===== src/rtl/fetch_unit_pkg.sv =====
// Shared types and constants for the instruction-fetch stage.
package fetch_pkg;

   localparam int unsigned XLEN = 32;

   typedef enum logic [1:0] {
      BOOT = 2'd0,
      RUN  = 2'd1,
      HALT = 2'd2
   } fetch_state_t;

   // Action taken on IF/ID and PC at a RUN-state edge, highest priority last.
   typedef enum logic [1:0] {
      ACT_ADVANCE = 2'd0,
      ACT_HOLD    = 2'd1,
      ACT_HALT    = 2'd2,
      ACT_BRANCH  = 2'd3
   } fetch_act_t;

   localparam logic [XLEN-1:0] ARM_NOP       = 32'hE1A0_0000;
   localparam logic [XLEN-1:0] PC_STEP       = 32'd4;
   localparam logic [XLEN-1:0] PC_READ_OFS   = 32'd8;
   localparam logic [XLEN-1:0] PC_ALIGN_MASK = 32'hFFFF_FFFC;

endpackage


===== src/rtl/fetch_unit_if.sv =====
// Instruction-memory port: fetch drives the PC and read enable, memory returns the word.
interface fetch_unit_if;
   import fetch_pkg::*;

   logic [XLEN-1:0] imem_pc;
   logic            imem_rd_en;
   logic [XLEN-1:0] imem_instr;

   modport master (output imem_pc, output imem_rd_en, input imem_instr);
   modport slave  (input imem_pc, input imem_rd_en, output imem_instr);
endinterface


===== src/rtl/fetch_unit_pc_next_mux.sv =====
// Priority selection of the next PC and IF/ID action in RUN: branch > halt > stall > advance.
module pc_next_mux
   import fetch_pkg::*;
(
   input  logic [XLEN-1:0] pc_q,
   input  logic            stall,
   input  logic            branch_taken,
   input  logic [XLEN-1:0] branch_target,
   input  logic            halt_req,
   output fetch_act_t      act_c,
   output logic [XLEN-1:0] pc_next_c
);

   always_comb begin
      act_c     = ACT_ADVANCE;
      pc_next_c = pc_q + PC_STEP;
      if (branch_taken) begin
         act_c     = ACT_BRANCH;
         pc_next_c = branch_target & PC_ALIGN_MASK;
      end else if (halt_req) begin
         act_c     = ACT_HALT;
         pc_next_c = pc_q;
      end else if (stall) begin
         act_c     = ACT_HOLD;
         pc_next_c = pc_q;
      end
   end

endmodule


===== src/rtl/fetch_unit.sv =====
// Instruction-fetch stage: PC register, BOOT/RUN/HALT control and the IF/ID register.
// Optional FETCH_RANGE_CHK_EN adds imem_fault and halts on fetches beyond the memory.
module fetch_unit
   import fetch_pkg::*;
#(
   parameter logic [XLEN-1:0] RESET_VEC = 32'h0000_0000,
   parameter logic [XLEN-1:0] NOP_INSTR = ARM_NOP
`ifdef FETCH_RANGE_CHK_EN
   , parameter int unsigned IMEM_ADDR_W = 8
`endif
) (
   input  logic            clk,
   input  logic            rst,
   input  logic            stall,
   input  logic            branch_taken,
   input  logic [XLEN-1:0] branch_target,
   input  logic            halt_req,
   fetch_unit_if.master    imem,
   output logic [XLEN-1:0] id_instr,
   output logic [XLEN-1:0] id_pc,
   output logic [XLEN-1:0] id_pc_plus8,
   output logic            id_valid,
   output logic            halted
`ifdef FETCH_RANGE_CHK_EN
   , output logic          imem_fault
`endif
);

   fetch_state_t    state;
   logic [XLEN-1:0] pc_q;
   fetch_act_t      act_c;
   logic [XLEN-1:0] pc_next_c;
   logic            fault_c;

   pc_next_mux u_pc_next_mux (
      .pc_q          (pc_q),
      .stall         (stall),
      .branch_taken  (branch_taken),
      .branch_target (branch_target),
      .halt_req      (halt_req),
      .act_c         (act_c),
      .pc_next_c     (pc_next_c)
   );

`ifdef FETCH_RANGE_CHK_EN
   assign fault_c = |(pc_q >> (IMEM_ADDR_W + 2));

   // Sticky fault, raised only where a fetch would actually be consumed.
   always_ff @(posedge clk) begin
      if (rst) begin
         imem_fault <= 1'b0;
      end else if (fault_c && (state == BOOT || (state == RUN && act_c == ACT_ADVANCE))) begin
         imem_fault <= 1'b1;
      end
   end
`else
   assign fault_c = 1'b0;
`endif

   assign imem.imem_pc = pc_q;

   always_comb begin
      imem.imem_rd_en = 1'b0;
      if (!rst) begin
         case (state)
            BOOT:    imem.imem_rd_en = 1'b1;
            RUN:     imem.imem_rd_en = !stall;
            default: imem.imem_rd_en = 1'b0;
         endcase
      end
   end

   always_ff @(posedge clk) begin
      if (rst) begin
         pc_q        <= RESET_VEC;
         state       <= BOOT;
         id_instr    <= NOP_INSTR;
         id_pc       <= '0;
         id_pc_plus8 <= PC_READ_OFS;
         id_valid    <= 1'b0;
         halted      <= 1'b0;
      end else begin
         case (state)
            BOOT: begin
               if (fault_c) begin
                  state  <= HALT;
                  halted <= 1'b1;
               end else begin
                  state <= RUN;
               end
            end
            RUN: begin
               case (act_c)
                  ACT_BRANCH: begin
                     pc_q     <= pc_next_c;
                     id_instr <= NOP_INSTR;
                     id_valid <= 1'b0;
                  end
                  ACT_HALT: begin
                     state    <= HALT;
                     halted   <= 1'b1;
                     id_instr <= NOP_INSTR;
                     id_valid <= 1'b0;
                  end
                  ACT_ADVANCE: begin
                     if (fault_c) begin
                        state    <= HALT;
                        halted   <= 1'b1;
                        id_instr <= NOP_INSTR;
                        id_valid <= 1'b0;
                     end else begin
                        id_instr    <= imem.imem_instr;
                        id_pc       <= pc_q;
                        id_pc_plus8 <= pc_q + PC_READ_OFS;
                        id_valid    <= 1'b1;
                        pc_q        <= pc_next_c;
                     end
                  end
                  default: ;
               endcase
            end
            default: state <= HALT;
         endcase
      end
   end

endmodule


===== src/flat_wrapper.sv =====
// flat-port wrapper written by rule: the top's interface ports become plain ports
module fetch_unit_flat import fetch_pkg::*;
#(
   parameter logic [XLEN-1:0] RESET_VEC = 32'h0000_0000,
   parameter logic [XLEN-1:0] NOP_INSTR = ARM_NOP

)
  (clk, rst, stall, branch_taken, branch_target, halt_req, id_instr, id_pc, id_pc_plus8, id_valid, halted, imem_imem_pc, imem_imem_rd_en, imem_imem_instr);
  fetch_unit_if imem_i ();
  input  logic clk;
  input  logic rst;
  input  logic stall;
  input  logic branch_taken;
  input  logic [XLEN-1:0] branch_target;
  input  logic halt_req;
  output logic [XLEN-1:0] id_instr;
  output logic [XLEN-1:0] id_pc;
  output logic [XLEN-1:0] id_pc_plus8;
  output logic id_valid;
  output logic halted;
  output wire logic [$bits(imem_i.imem_pc)-1:0] imem_imem_pc;
  output wire logic [$bits(imem_i.imem_rd_en)-1:0] imem_imem_rd_en;
  input wire logic [$bits(imem_i.imem_instr)-1:0] imem_imem_instr;
  assign imem_imem_pc = imem_i.imem_pc;
  assign imem_imem_rd_en = imem_i.imem_rd_en;
  assign imem_i.imem_instr = imem_imem_instr;
  fetch_unit #(.RESET_VEC(RESET_VEC), .NOP_INSTR(NOP_INSTR)) u_core (.clk(clk), .rst(rst), .stall(stall), .branch_taken(branch_taken), .branch_target(branch_target), .halt_req(halt_req), .imem(imem_i), .id_instr(id_instr), .id_pc(id_pc), .id_pc_plus8(id_pc_plus8), .id_valid(id_valid), .halted(halted));
endmodule

===== config.mk =====
export PLATFORM = sky130hd
export DESIGN_NAME = fetch_unit_flat
export DESIGN_NICKNAME = d
export VERILOG_FILES = /design/src/rtl/fetch_unit_pkg.sv /design/src/rtl/fetch_unit_if.sv /design/src/rtl/fetch_unit_pc_next_mux.sv /design/src/rtl/fetch_unit.sv /design/src/flat_wrapper.sv
export SDC_FILE = /design/constraint.sdc
export NUM_CORES = 1
export LEC_CHECK = 0
export ABC_CLOCK_PERIOD_IN_PS = 3300
export CAP_MARGIN = 20
export CORE_AREA = 5 5 161 163
export CTS_BUF_LIST = sky130_fd_sc_hd__clkbuf_16
export CTS_CLUSTER_DIAMETER = 30
export DETAILED_ROUTE_END_ITERATION = 7
export DIE_AREA = 0 0 166 168
export DONT_BUFFER_PORTS = 1
export GPL_ROUTABILITY_DRIVEN = 0
export PLACE_DENSITY = 0.46
export SLEW_MARGIN = 20
export SYNTH_ARGS = -nofsm -noshare
export SYNTH_HDL_FRONTEND = slang
export SYNTH_SLANG_ARGS = --single-unit

===== constraint.sdc =====
create_clock -name clk -period 3.3 [get_ports clk]
set_input_delay 0.165 -clock clk [delete_from_list [all_inputs] [get_ports clk]]
set_output_delay 0.165 -clock clk [all_outputs]
set_load 0.05 [all_outputs]

# After elaboration in Yosys (flattened, before gate mapping)
# Index checks and enable logic that the tools add are counted.
# W data, S select, Z words.
[op_classes]
n_addsub = 2
mul = 0
n_div = 0
magnitude_cmp = 0
eq_ne = 6
shift = 0
n_mux = 12
bitwise = 0
n_reduce_logical = 10
[op_table]
columns = ["operator", "n"]
rows = [
  ["$mux W32", 3],
  ["$pmux W32 S2", 1],
  ["$add A32 B3 Y32 const B", 1],
  ["$add A32 B4 Y32 const B", 1],
  ["$mux W2", 3],
  ["$reduce_and A2 Y1", 3],
  ["$eq A2 B2 Y1 const B", 2],
  ["$logic_not A2 Y1", 2],
  ["$ne A2 B2 Y1 const B", 2],
  ["$pmux W1 S2", 2],
  ["$pmux W2 S2", 1],
  ["$reduce_and A4 Y1", 1],
  ["$reduce_or A2 Y1", 2],
  ["$eq A2 B1 Y1 const B", 1],
  ["$mux W1", 2],
  ["$ne A2 B1 Y1 const B", 1],
  ["$reduce_bool A2 Y1", 1],
  ["$logic_not A1 Y1", 1],
]
[totals]
reg_bits = 132
latch_bits = 0
ram_bits = 0
romBits = 0
inputBits = 69
output_inout_bits = 131
elab_cells = 37
n_memories = 0

# Depth between registers and ports, before layout
# Gate-level depths: netlist of the first run.
[depth]
ltp_word = 7
depth_mapped = 12
mapped_depth_nobuf = 8

# By module
# Synthesis of the first run repeated with hierarchy kept, for this count alone.
[unflattened]
cells_unflattened = 776
area_unflattened_um2 = 6064.6
[by_module_without_submodules]
columns = ["module", "n_inst", "cells_per_inst", "area_per_inst_um2", "seq_area_each_um2"]
rows = [
  ["fetch_unit", 1, 604, 5033.6, 2582.5],
  ["pc_next_mux", 1, 172, 1031.0, 0.0],
]

# Least setup slack after synthesis of the first run
# OpenSTA, ideal clock, no wires.
[synth_timing]
path_kind = "input-to-reg"
start = "input branch_taken"
end = "register u_core.pc_q[6] (netlist: u_core.imem.imem_pc[6])"
setup_time_ps = 128
t_arrival_ps = 2211
t_required_ps = 3172
path_slack_ps = 962
cell_stages = 10
path_buffers = 5
path_cell_list = "clkbuf_1 buf_1 clkbuf_1 a21o_1 ha_1 o211ai_1 buf_2 clkbuf_1 a2bb2oi_1 nor2_1"
[synth_via]
elab_chain_cells = 4
elab_cells_between_ends = 8
cone_classes = "3 x eq/ne; 2 x mux; 3 x reduce/logical"
[synth_lines]
columns = ["element", "line_no", "source"]
rows = [
  ["start: declaration", "flat_wrapper.sv:13", "input logic branch_taken;"],
  ["$mux W2", "fetch_unit_pc_next_mux.sv:17", "if (branch_taken) begin"],
  ["$eq A2 B2 Y1 or $logic_not A2 Y1 (tied branches)", "fetch_unit.sv:93", "case (act_c)"],
  ["$reduce_or A2 Y1 (no source line)", "-", ""],
  ["$reduce_and A4 Y1 (no source line)", "-", ""],
  ["end signal: assignment", "fetch_unit.sv:95", "pc_q <= pc_next_c;"],
  ["end signal: assignment", "fetch_unit.sv:116", "pc_q <= pc_next_c;"],
  ["end: declaration", "fetch_unit.sv:30", "logic [XLEN-1:0] pc_q;"],
]
# Parallel ways exist; a longest one is shown, timed or not.
# A chain may end at the register's enable or synchronous reset.

# Final worst setup path of the first run
[layout_timing]
start = "register u_core.pc_q[18] (netlist: u_core.imem.imem_pc[18])"
end = "register u_core.id_pc_plus8[31]"
[layout_via]
elab_chain_cells = 1
[layout_lines]
columns = ["element", "line_no", "source"]
rows = [
  ["$add A32 B4 Y32", "fetch_unit.sv:114", "id_pc_plus8 <= pc_q + PC_READ_OFS;"],
  ["end signal: assignment", "fetch_unit.sv:114", ""],
  ["end: declaration", "fetch_unit.sv:21", "output logic [XLEN-1:0] id_pc_plus8,"],
]
# Every way passes these cells.

==> results of run 1 <==
where the power goes:
part / internal, W / switching (W)
sequential: 0.00154 / 0.0000956
clock: 0.00111 / 0.000757
combinational: 0.000128 / 0.000233
total: 0.00278 / 0.00108
final timing paths:
check                               start                      to  slack, ps  cells after the start
setup / recovery  u_core.imem.imem_pc[18]  u_core.id_pc_plus8[31]       1070                      5
hold / removal               branch_taken  u_core.imem.imem_pc[3]          5                      2
setup reg to reg  u_core.imem.imem_pc[18]  u_core.id_pc_plus8[31]       1070                      5
hold reg to reg           u_core.state[1]         u_core.state[0]        490                      1
per-stage QoR:
step	setup slack [ps]	area, µm²	hold WS (ps)
2_1_floorplan	961.6	6017	316.6
3_3_place_gp	1112	6340	246.7
3_5_place_dp	1079	6340	249.5
4_1_cts	1061	7412	1.114
5_1_grt	924.8	7415	21.33
6_report	1073	7415	5.490
area by class of cell:
| type | count | area, µm² |
|---|---|---|
| Multi-Input combinational cell | 515 | 3099 |
| Antenna cell | 1 | 2.502 |
| Clock inverter | 15 | 148.9 |
| Inverter | 6 | 22.52 |
| Tap cell | 324 | 405.4 |
| Sequential cell | 125 | 2502 |
| Timing Repair Buffer | 86 | 808.3 |
| Clock buffer | 17 | 425.4 |
| Fill cell | 2528 | 16760 |
sequential cells by signal, summed over array words and instances (netlist names):
signal / count
u_core.halted: 1
u_core.state: 2
u_core.id_valid: 1
u_core.id_pc: 30
u_core.id_pc_plus8: 29
u_core.imem.imem_pc: 30
u_core.id_instr: 32
cell families (layout without fill, tap and decap cells):
group                    after synthesis  in the layout
AO/OA/AOI/OAI                        194            194
flip-flops                           125            125
buffers and inverters                 85            124
adder cells (fa/ha/maj)                5              5
multiplexers                           2              2
XOR/XNOR                              27             27
AND/OR/NAND/NOR                      281            281
other                                  1              7
cell usage in the layout (no fill, tap or decap), drive strengths merged, types with 3 or more instances in the layout:
cell type and count:
dlygate4sd3 47, or4 3, xnor2 16, o31ai 5, a31oi 5, clkinv 5
and2 3, a22oi 36, nor2 90, nor3 17, a21oi 55, nand2b 11
nand3 16, nor2b 4, a32o 3, inv 7, ha 5, nor4 13
o22ai 10, buf 39, nand4 16, clkinvlp 7, a21o 8, conb 6
o21ai 26, nand2 98, xor2 11, dfxtp 125, clkbuf 17, a211oi 34
layer usage:
metal / GRT usage / vias up
met1: 0.1939 / 2446
li1: - / 2598
met3: 0.05674 / 18
met5: 0 / -
met4: 0.03802 / 2
met2: 0.2351 / 199
==> flow_metrics.tcl, run 1 <==
set metrics [dict create \
    numCtsBuffers 17 \
    fmax_mhz 449.0 \
    fp-row-count 57 \
    drc 0 \
    wl_met1_um 9598 \
    yosysMostFrequentCell "dfxtp_1" \
    fin_crit_ps 2227 \
    cts-resized-gates 0 \
    first_iter_violations 337 \
    max_slew_margin 0.3395 \
    vias 5263 \
    area_growth_syn_to_layout_pct 23.61 \
    ys_ff_latch 125 \
    postLayoutCoreUtil 0.3067 \
    yosys-top-cells-area "dfxtp_1, nand2_1, nor2_1, a21oi_1, a22oi_1" \
    power_density_nw_per_um2 520.7 \
    grt_pass1_wl_um 32530 \
    synth_xor_area_frac 0.03942 \
    io_pins 200 \
    wl_met3_um 1867 \
    cts-root-buf "clkbuf_16" \
    synthAdderAreaFrac 0.01043 \
    dp_cells 1008 \
    maxSlewViolCount 0 \
    ir_drop_uv 226.0 \
    setup_violations 0 \
    synthMuxAreaShare 0.003338 \
    cts.sinks 125 \
    overflow 0 \
    crit_path_end_kind "flip-flop" \
    synth_compound_area_frac 0.2101 \
    fin_skew_ps 9.795 \
    ys_seq_area_frac 0.4172 \
    tritoncts "built" \
    yosysUniqueCellTypes 59 \
    wl_met2_um 9700 \
    cpMaxStageDelayCell "nor4_1" \
    yosysTopAreaCell "dfxtp_1" \
    dieArea_um2 27890 \
    cts.path.max_buffers 2 \
    leakage_nw 2.516 \
    synthSimpleGateAreaFrac 0.2476 \
    drv_cap 0 \
    syn_area_um2 5998 \
    cts_hold_buffers 48 \
    hold_viol_final 0 \
    crit_required_ps 3620 \
    highest_layer "met5" \
    cts_setup_buffers 0 \
    drive_above_1_share 0.1270 \
    postRouteAntennaNets 0 \
    synth_common_cells "dfxtp_1, nand2_1, nor2_1, a21oi_1, a22oi_1" \
    grt.total_usage 0.1494 \
    critPathArrivalTime_ps 2550 \
    tns_ps 0 \
    synthArstFlopShare 0 \
    netlist.area_leader.share 0.4172 \
    criticalPathCategory "reg -> reg" \
    path_cells "nand4_2 > nor4_1 > nand2_1 > xor2_1 > a211oi_1" \
    avgViaCountPerCell 4.833 \
    fin_crit_sh 0.6749 \
    synth_edf_count 0 \
    clock_latency_ps 420 \
    critPathBufInv 0 \
    max_stage_delay_ps 660 \
    port_buffers 0 \
    wl_per_cell_um 19.74 \
    synth_top_family_by_area "simple AND/OR/NAND/NOR gates" \
    routed_wirelength_um 21500 \
    yosysWarnings 0 \
    htreeDepth 4 \
    grt_pass1_vias 5153 \
    stdcell_count 1089 \
    die_h_um 168 \
    fin_nets 825 \
    hp-class "in -> reg" \
    clk_pin_slew_ps 60 \
    core_um2 24180 \
    cp_max_fo 9 \
    initial_core_util 0.2481 \
    syn_inst 720 \
    power_w 0.003861 \
    avgSynthCellArea_um2 8.331 \
    antenna_found_initial 3 \
    path_delay_family "simple AND/OR/NAND/NOR gates" \
    dp_hpwl_um 14560 \
    status "completed" \
    ys.flop_type "dfxtp_1" \
    worst_pin_slew_ps 989.4 \
    grt_max_degree 126 \
    worstSetupStartpointType "flip-flop" \
    rsz0062_at_grt "false" \
    firstDrtPassIters 4 \
    die_w_um 166 \
]
Note: power is estimated with default switching activity, not from simulation.
==> run 2: changes to the inputs <==
--- a/config.mk
+++ b/config.mk
@@ -5,7 +5,7 @@
 export SDC_FILE = /design/constraint.sdc
 export NUM_CORES = 1
 export LEC_CHECK = 0
-export ABC_CLOCK_PERIOD_IN_PS = 3300
+export ABC_CLOCK_PERIOD_IN_PS = 1850
 export CAP_MARGIN = 20
 export CORE_AREA = 5 5 161 163
 export CTS_BUF_LIST = sky130_fd_sc_hd__clkbuf_16
@@ -14,7 +14,7 @@
 export DIE_AREA = 0 0 166 168
 export DONT_BUFFER_PORTS = 1
 export GPL_ROUTABILITY_DRIVEN = 0
-export PLACE_DENSITY = 0.46
+export PLACE_DENSITY = 0.47
 export SLEW_MARGIN = 20
 export SYNTH_ARGS = -nofsm -noshare
 export SYNTH_HDL_FRONTEND = slang
==> constraint.sdc (replaced) <==
create_clock -name clk -period 1.85 [get_ports clk]
set_input_delay 0.0925 -clock clk [delete_from_list [all_inputs] [get_ports clk]]
set_output_delay 0.0925 -clock clk [all_outputs]
set_load 0.05 [all_outputs]
==> flow_metrics.tcl, run 2 (synthesized netlist as in run 1, its figures left out) <==
set metrics [dict create \
    cts-root-buf "clkbuf_16" \
    fin_crit_ps 1771 \
    clock_latency_ps 420 \
    grt_pass1_wl_um 32400 \
    clkPwrFrac 0.489 \
    largest-register "u_core.id_instr" \
    numCtsBuffers 17 \
    worstSetupStartpointType "flip-flop" \
    fmax_mhz 564.8 \
    leakage_nw 2.775 \
    worst_pin_slew_ps 556.3 \
    violations "hold timing" \
    swShare 0.2786 \
    dieArea_um2 27890 \
    dpl_cell_area_um2 6952 \
    power_w 0.006823 \
    final_cell_area_um2 7672 \
    postLayoutCoreUtil 0.3173 \
    area_growth_syn_to_layout_pct 27.91 \
    initial_core_util 0.2481 \
    drive_above_1_share 0.2513 \
    io_pins 200 \
    dp_cells 1073 \
    stdcell_count 1116 \
    r2r_slack_ps 80 \
    status "finished with violations" \
    grt_pass1_vias 5199 \
    seq_power_share 0.415 \
    final_common_cell "buf_4" \
    postRouteAntennaNets 0 \
    grt_max_degree 128 \
    die_h_um 168 \
    tns_ps 0 \
    critPathArrivalTime_ps 2120 \
    vias 5345 \
    firstDrtPassIters 5 \
    fin_nets 853 \
    hold_depth 1 \
    crit_path_end_kind "flip-flop" \
    p_switching_w 0.001901 \
    power_density_nw_per_um2 889.4 \
    wl_per_cell_um 19.13 \
    hp-class "in -> reg" \
    timing.rr.start "u_core.imem.imem_pc[3]" \
    r2r-end "u_core.imem.imem_pc[28]" \
    reg2regPathDepth 6 \
    first_iter_violations 393 \
    rsz0062_at_grt "true" \
    cts.sinks 125 \
    clk_pin_slew_ps 60 \
    setup_violations 0 \
    hold_slack_ps -263.2 \
    port_buffers 0 \
    min-delay-start "rst" \
    dp_hpwl_um 14990 \
    p_int_w 0.004922 \
    cp_max_fo 4 \
    drc 0 \
    cts_hold_buffers 6 \
    fin_crit_sh 0.9571 \
    tritoncts "built" \
    overflow 0 \
    die_w_um 166 \
    htreeDepth 4 \
    hold_viol_final 120 \
    min_to "u_core.id_pc[23]" \
    avgViaCountPerCell 4.789 \
    largest_reg_flops 32 \
    drv_cap 0 \
    maxSlewViolCount 0 \
    antenna_found_initial 0 \
    layout_common_cells "buf_4, dfxtp_1, nand2_1" \
    fp-row-count 57 \
    criticalPathCategory "reg -> reg" \
    core_um2 24180 \
    ir_drop_uv 397.3 \
    max_slew_margin 0.6286 \
    cts.path.max_buffers 2 \
    crit_required_ps 2200 \
    pwr-share-comb 0.096 \
    fin_skew_ps 9.412 \
    grt.total_usage 0.1489 \
    routed_wirelength_um 21350 \
    num_antenna_cells 0 \
]
run 2: layout make-up:
cell class                 instances  area [µm²]
clock buffer                      17       425.4
multi-input combinational        515        3154
timing repair buffer             114       930.9
inverter                           6       22.52
tap                              324       405.4
sequential                       125        2589
clock inverter                    15       145.1
fill                            2577       16500
run 2: per-layer routing:
metal  wire (µm)  part of all wire  vias up  global-route usage
met1        9277              0.43     2468              0.1907
met2       10030              0.47      209              0.2408
li1            -                 -     2650                   -
met3        1855             0.087       18             0.05768
met5           0                 0        -                   0
met4         180            0.0084        0             0.02905
run 2: what timing repair did:
| item | 4_1_cts | 5_1_grt |
|---|---|---|
| buffers inserted | 0 | 5 |
| setup endpoints to repair | 0 | 9 |
| hold endpoints to repair | 125 | 121 |
| resized for setup | 0 | 7 |
run 2: worst max-delay path, stage by stage, from the launching register on:
cell	delay, ps
dfxtp_4	380
ha_4	160
nand3_4	90
nor4_4	310
a211oi_2	110
or4_1	520
a31oi_1	140
run 2: power by group through the flow:
| stage | clock [W] | combinational [W] | sequential (W) |
|---|---|---|---|
| 3_3_place_gp | 0 | 0.000627 | 0.00289 |
| 5_1_grt | 0.00356 | 0.000709 | 0.00284 |
| 4_1_cts | 0.00344 | 0.000658 | 0.00283 |
| 3_5_place_dp | 0 | 0.000628 | 0.00289 |
| 2_1_floorplan | 0 | 0.000396 | 0.00302 |
| 6_report | 0.00334 | 0.000657 | 0.00283 |
run 2: worst max-delay path by stage:
stage | start | to | cells after the start
after CTS | u_core.imem.imem_pc[3] | u_core.imem.imem_pc[28] | 6
after floorplan | u_core.imem.imem_pc[2] | u_core.imem.imem_pc[28] | 6
after global routing | u_core.imem.imem_pc[3] | u_core.imem.imem_pc[28] | 6
final | u_core.imem.imem_pc[3] | u_core.imem.imem_pc[28] | 6
after detailed placement | u_core.imem.imem_pc[3] | u_core.imem.imem_pc[28] | 6
after global placement | u_core.imem.imem_pc[3] | u_core.id_pc_plus8[25] | 6
run 2: metrics by stage:
step	hold slack [ps]	setup WS, ps
6_report	-263.2	79.44
5_1_grt	-275.8	-19.15
4_1_cts	-272.8	34.32
3_5_place_dp	176.7	58.04
3_3_place_gp	175.1	64.83
2_1_floorplan	244.1	6.281
==> run 3: changes to the inputs <==
--- a/config.mk
+++ b/config.mk
@@ -5,7 +5,7 @@
 export SDC_FILE = /design/constraint.sdc
 export NUM_CORES = 1
 export LEC_CHECK = 0
-export ABC_CLOCK_PERIOD_IN_PS = 1850
+export ABC_CLOCK_PERIOD_IN_PS = 1860
 export CAP_MARGIN = 20
 export CORE_AREA = 5 5 161 163
 export CTS_BUF_LIST = sky130_fd_sc_hd__clkbuf_16
@@ -14,7 +14,7 @@
 export DIE_AREA = 0 0 166 168
 export DONT_BUFFER_PORTS = 1
 export GPL_ROUTABILITY_DRIVEN = 0
-export PLACE_DENSITY = 0.47
+export PLACE_DENSITY = 0.46
 export SLEW_MARGIN = 20
 export SYNTH_ARGS = -nofsm -noshare
 export SYNTH_HDL_FRONTEND = slang
==> constraint.sdc (replaced) <==
create_clock -name clk -period 1.86 [get_ports clk]
set_input_delay 0.093 -clock clk [delete_from_list [all_inputs] [get_ports clk]]
set_output_delay 0.093 -clock clk [all_outputs]
set_load 0.05 [all_outputs]
==> flow_metrics.tcl, run 3 (synthesized netlist as in run 1, its figures left out) <==
set metrics [dict create \
    path_cells "ha_4 > nand3_4 > nor4_4 > a211oi_2 > or4_1 > a31oi_1" \
    criticalPathCategory "reg -> reg" \
    drc 0 \
    cp_max_fo 4 \
    cpMaxStageDelayCell "or4_1" \
    wl_per_cell_um 19.01 \
    htreeDepth 4 \
    stdcell_count 1126 \
    power_density_nw_per_um2 884.2 \
    port_buffers 0 \
    hold_slack_ps -255.5 \
    hp-class "in -> reg" \
    drive_above_1_share 0.2556 \
    core_um2 24180 \
    cts.sinks 125 \
    dp_cells 1079 \
    cts-root-buf "clkbuf_16" \
    num_antenna_cells 0 \
    worstSetupStartpointType "flip-flop" \
    firstDrtPassIters 6 \
    grt.total_usage 0.1496 \
    fin_crit_sh 0.9833 \
    layout_common_cells "buf_4, dfxtp_1, nand2_1" \
    first_iter_violations 442 \
    r2r_slack_ps 30 \
    ir_drop_uv 364.0 \
    fin_skew_ps 8.953 \
    avgViaCountPerCell 4.821 \
    vias 5429 \
    setup_violations 0 \
    postRouteAntennaNets 0 \
    routed_wirelength_um 21400 \
    critPathArrivalTime_ps 2170 \
    area_growth_syn_to_layout_pct 29.20 \
    status "finished with violations" \
    initial_core_util 0.2481 \
    worst_pin_slew_ps 546.7 \
    hold_viol_final 121 \
    critPathBufInv 0 \
    final_common_cell "buf_4" \
    fp-row-count 57 \
    fmax_mhz 546.8 \
    tritoncts "built" \
    power_w 0.006852 \
    dp_hpwl_um 15040 \
    rsz0062_at_grt "true" \
    cts.path.max_buffers 2 \
    violations "hold timing" \
    crit_required_ps 2200 \
    die_w_um 166 \
    clk_pin_slew_ps 60 \
    numCtsBuffers 17 \
    leakage_nw 2.822 \
    die_h_um 168 \
    fin_crit_ps 1829 \
    grt_max_degree 128 \
    crit_path_end_kind "flip-flop" \
    antenna_found_initial 2 \
    largest-register "u_core.id_instr" \
    drv_cap 0 \
    path_delay_family "simple AND/OR/NAND/NOR gates" \
    dieArea_um2 27890 \
    clock_latency_ps 420 \
    fin_nets 863 \
    largest_reg_flops 32 \
    max_slew_margin 0.6350 \
    overflow 0 \
    grt_pass1_wl_um 32770 \
    io_pins 200 \
    maxSlewViolCount 0 \
    grt_pass1_vias 5308 \
    max_stage_delay_ps 530 \
]
[run 3: changes by cell type in the layout (fill, tap and decap cells not counted), sizes merged]
cell	change
buf	+9
dlygate4sd3	+1
clkbuf	+1
inv	-1
[run 3: path summary, 6_finish.rpt]
kind,to,cells past startpoint,start
setup / recovery,u_core.imem.imem_pc[28],6,u_core.imem.imem_pc[3]
hold / removal,u_core.id_pc[23],1,rst
setup reg to reg,u_core.imem.imem_pc[28],6,u_core.imem.imem_pc[3]
hold reg to reg,u_core.id_pc[23],2,u_core.id_pc[23]
[run 3: power by group]
part / switching [W] / internal [W]
Combinational: 0.000443 / 0.000213
Sequential: 0.0000976 / 0.00272
Clock: 0.00133 / 0.00205
[run 3: what timing repair did]
item                       4_1_cts  5_1_grt
gates resized for setup          0        6
setup endpoints to repair        0       11
hold buffers                     6        1
hold endpoints to repair       125      121
buffers inserted                 0        8
[run 3: final cells by class]
class / count / area [µm²]
Clock buffer: 18 / 450.4
Tap cell: 324 / 405.4
Inverter: 6 / 22.52
Sequential cell: 125 / 2589
Fill cell: 2584 / 16430
Clock inverter: 14 / 140.1
Timing Repair Buffer: 124 / 999.7
Multi-Input combinational cell: 515 / 3143
[run 3: per-layer routing]
layer / track usage / vias to the layer above / part of all wire
li1: - / 2667 / -
met4: 0.02834 / 4 / 0.0087
met1: 0.1911 / 2527 / 0.43
met2: 0.2395 / 212 / 0.47
met5: 0 / - / 0.0013
met3: 0.06260 / 19 / 0.092
[run 3: per-stage QoR]
step	worst slack, ps	utilization	setup TNS, ps	instance area [µm²]
finish	31.08	0.3206	0	7750
global route	-41.90	0.3206	-43.82	7750
CTS	17.53	0.3162	0	7645
detailed placement	44.17	0.2889	0	6984
global placement	65.82	0.2889	0	6984
floorplan	1.393	-	0	6156
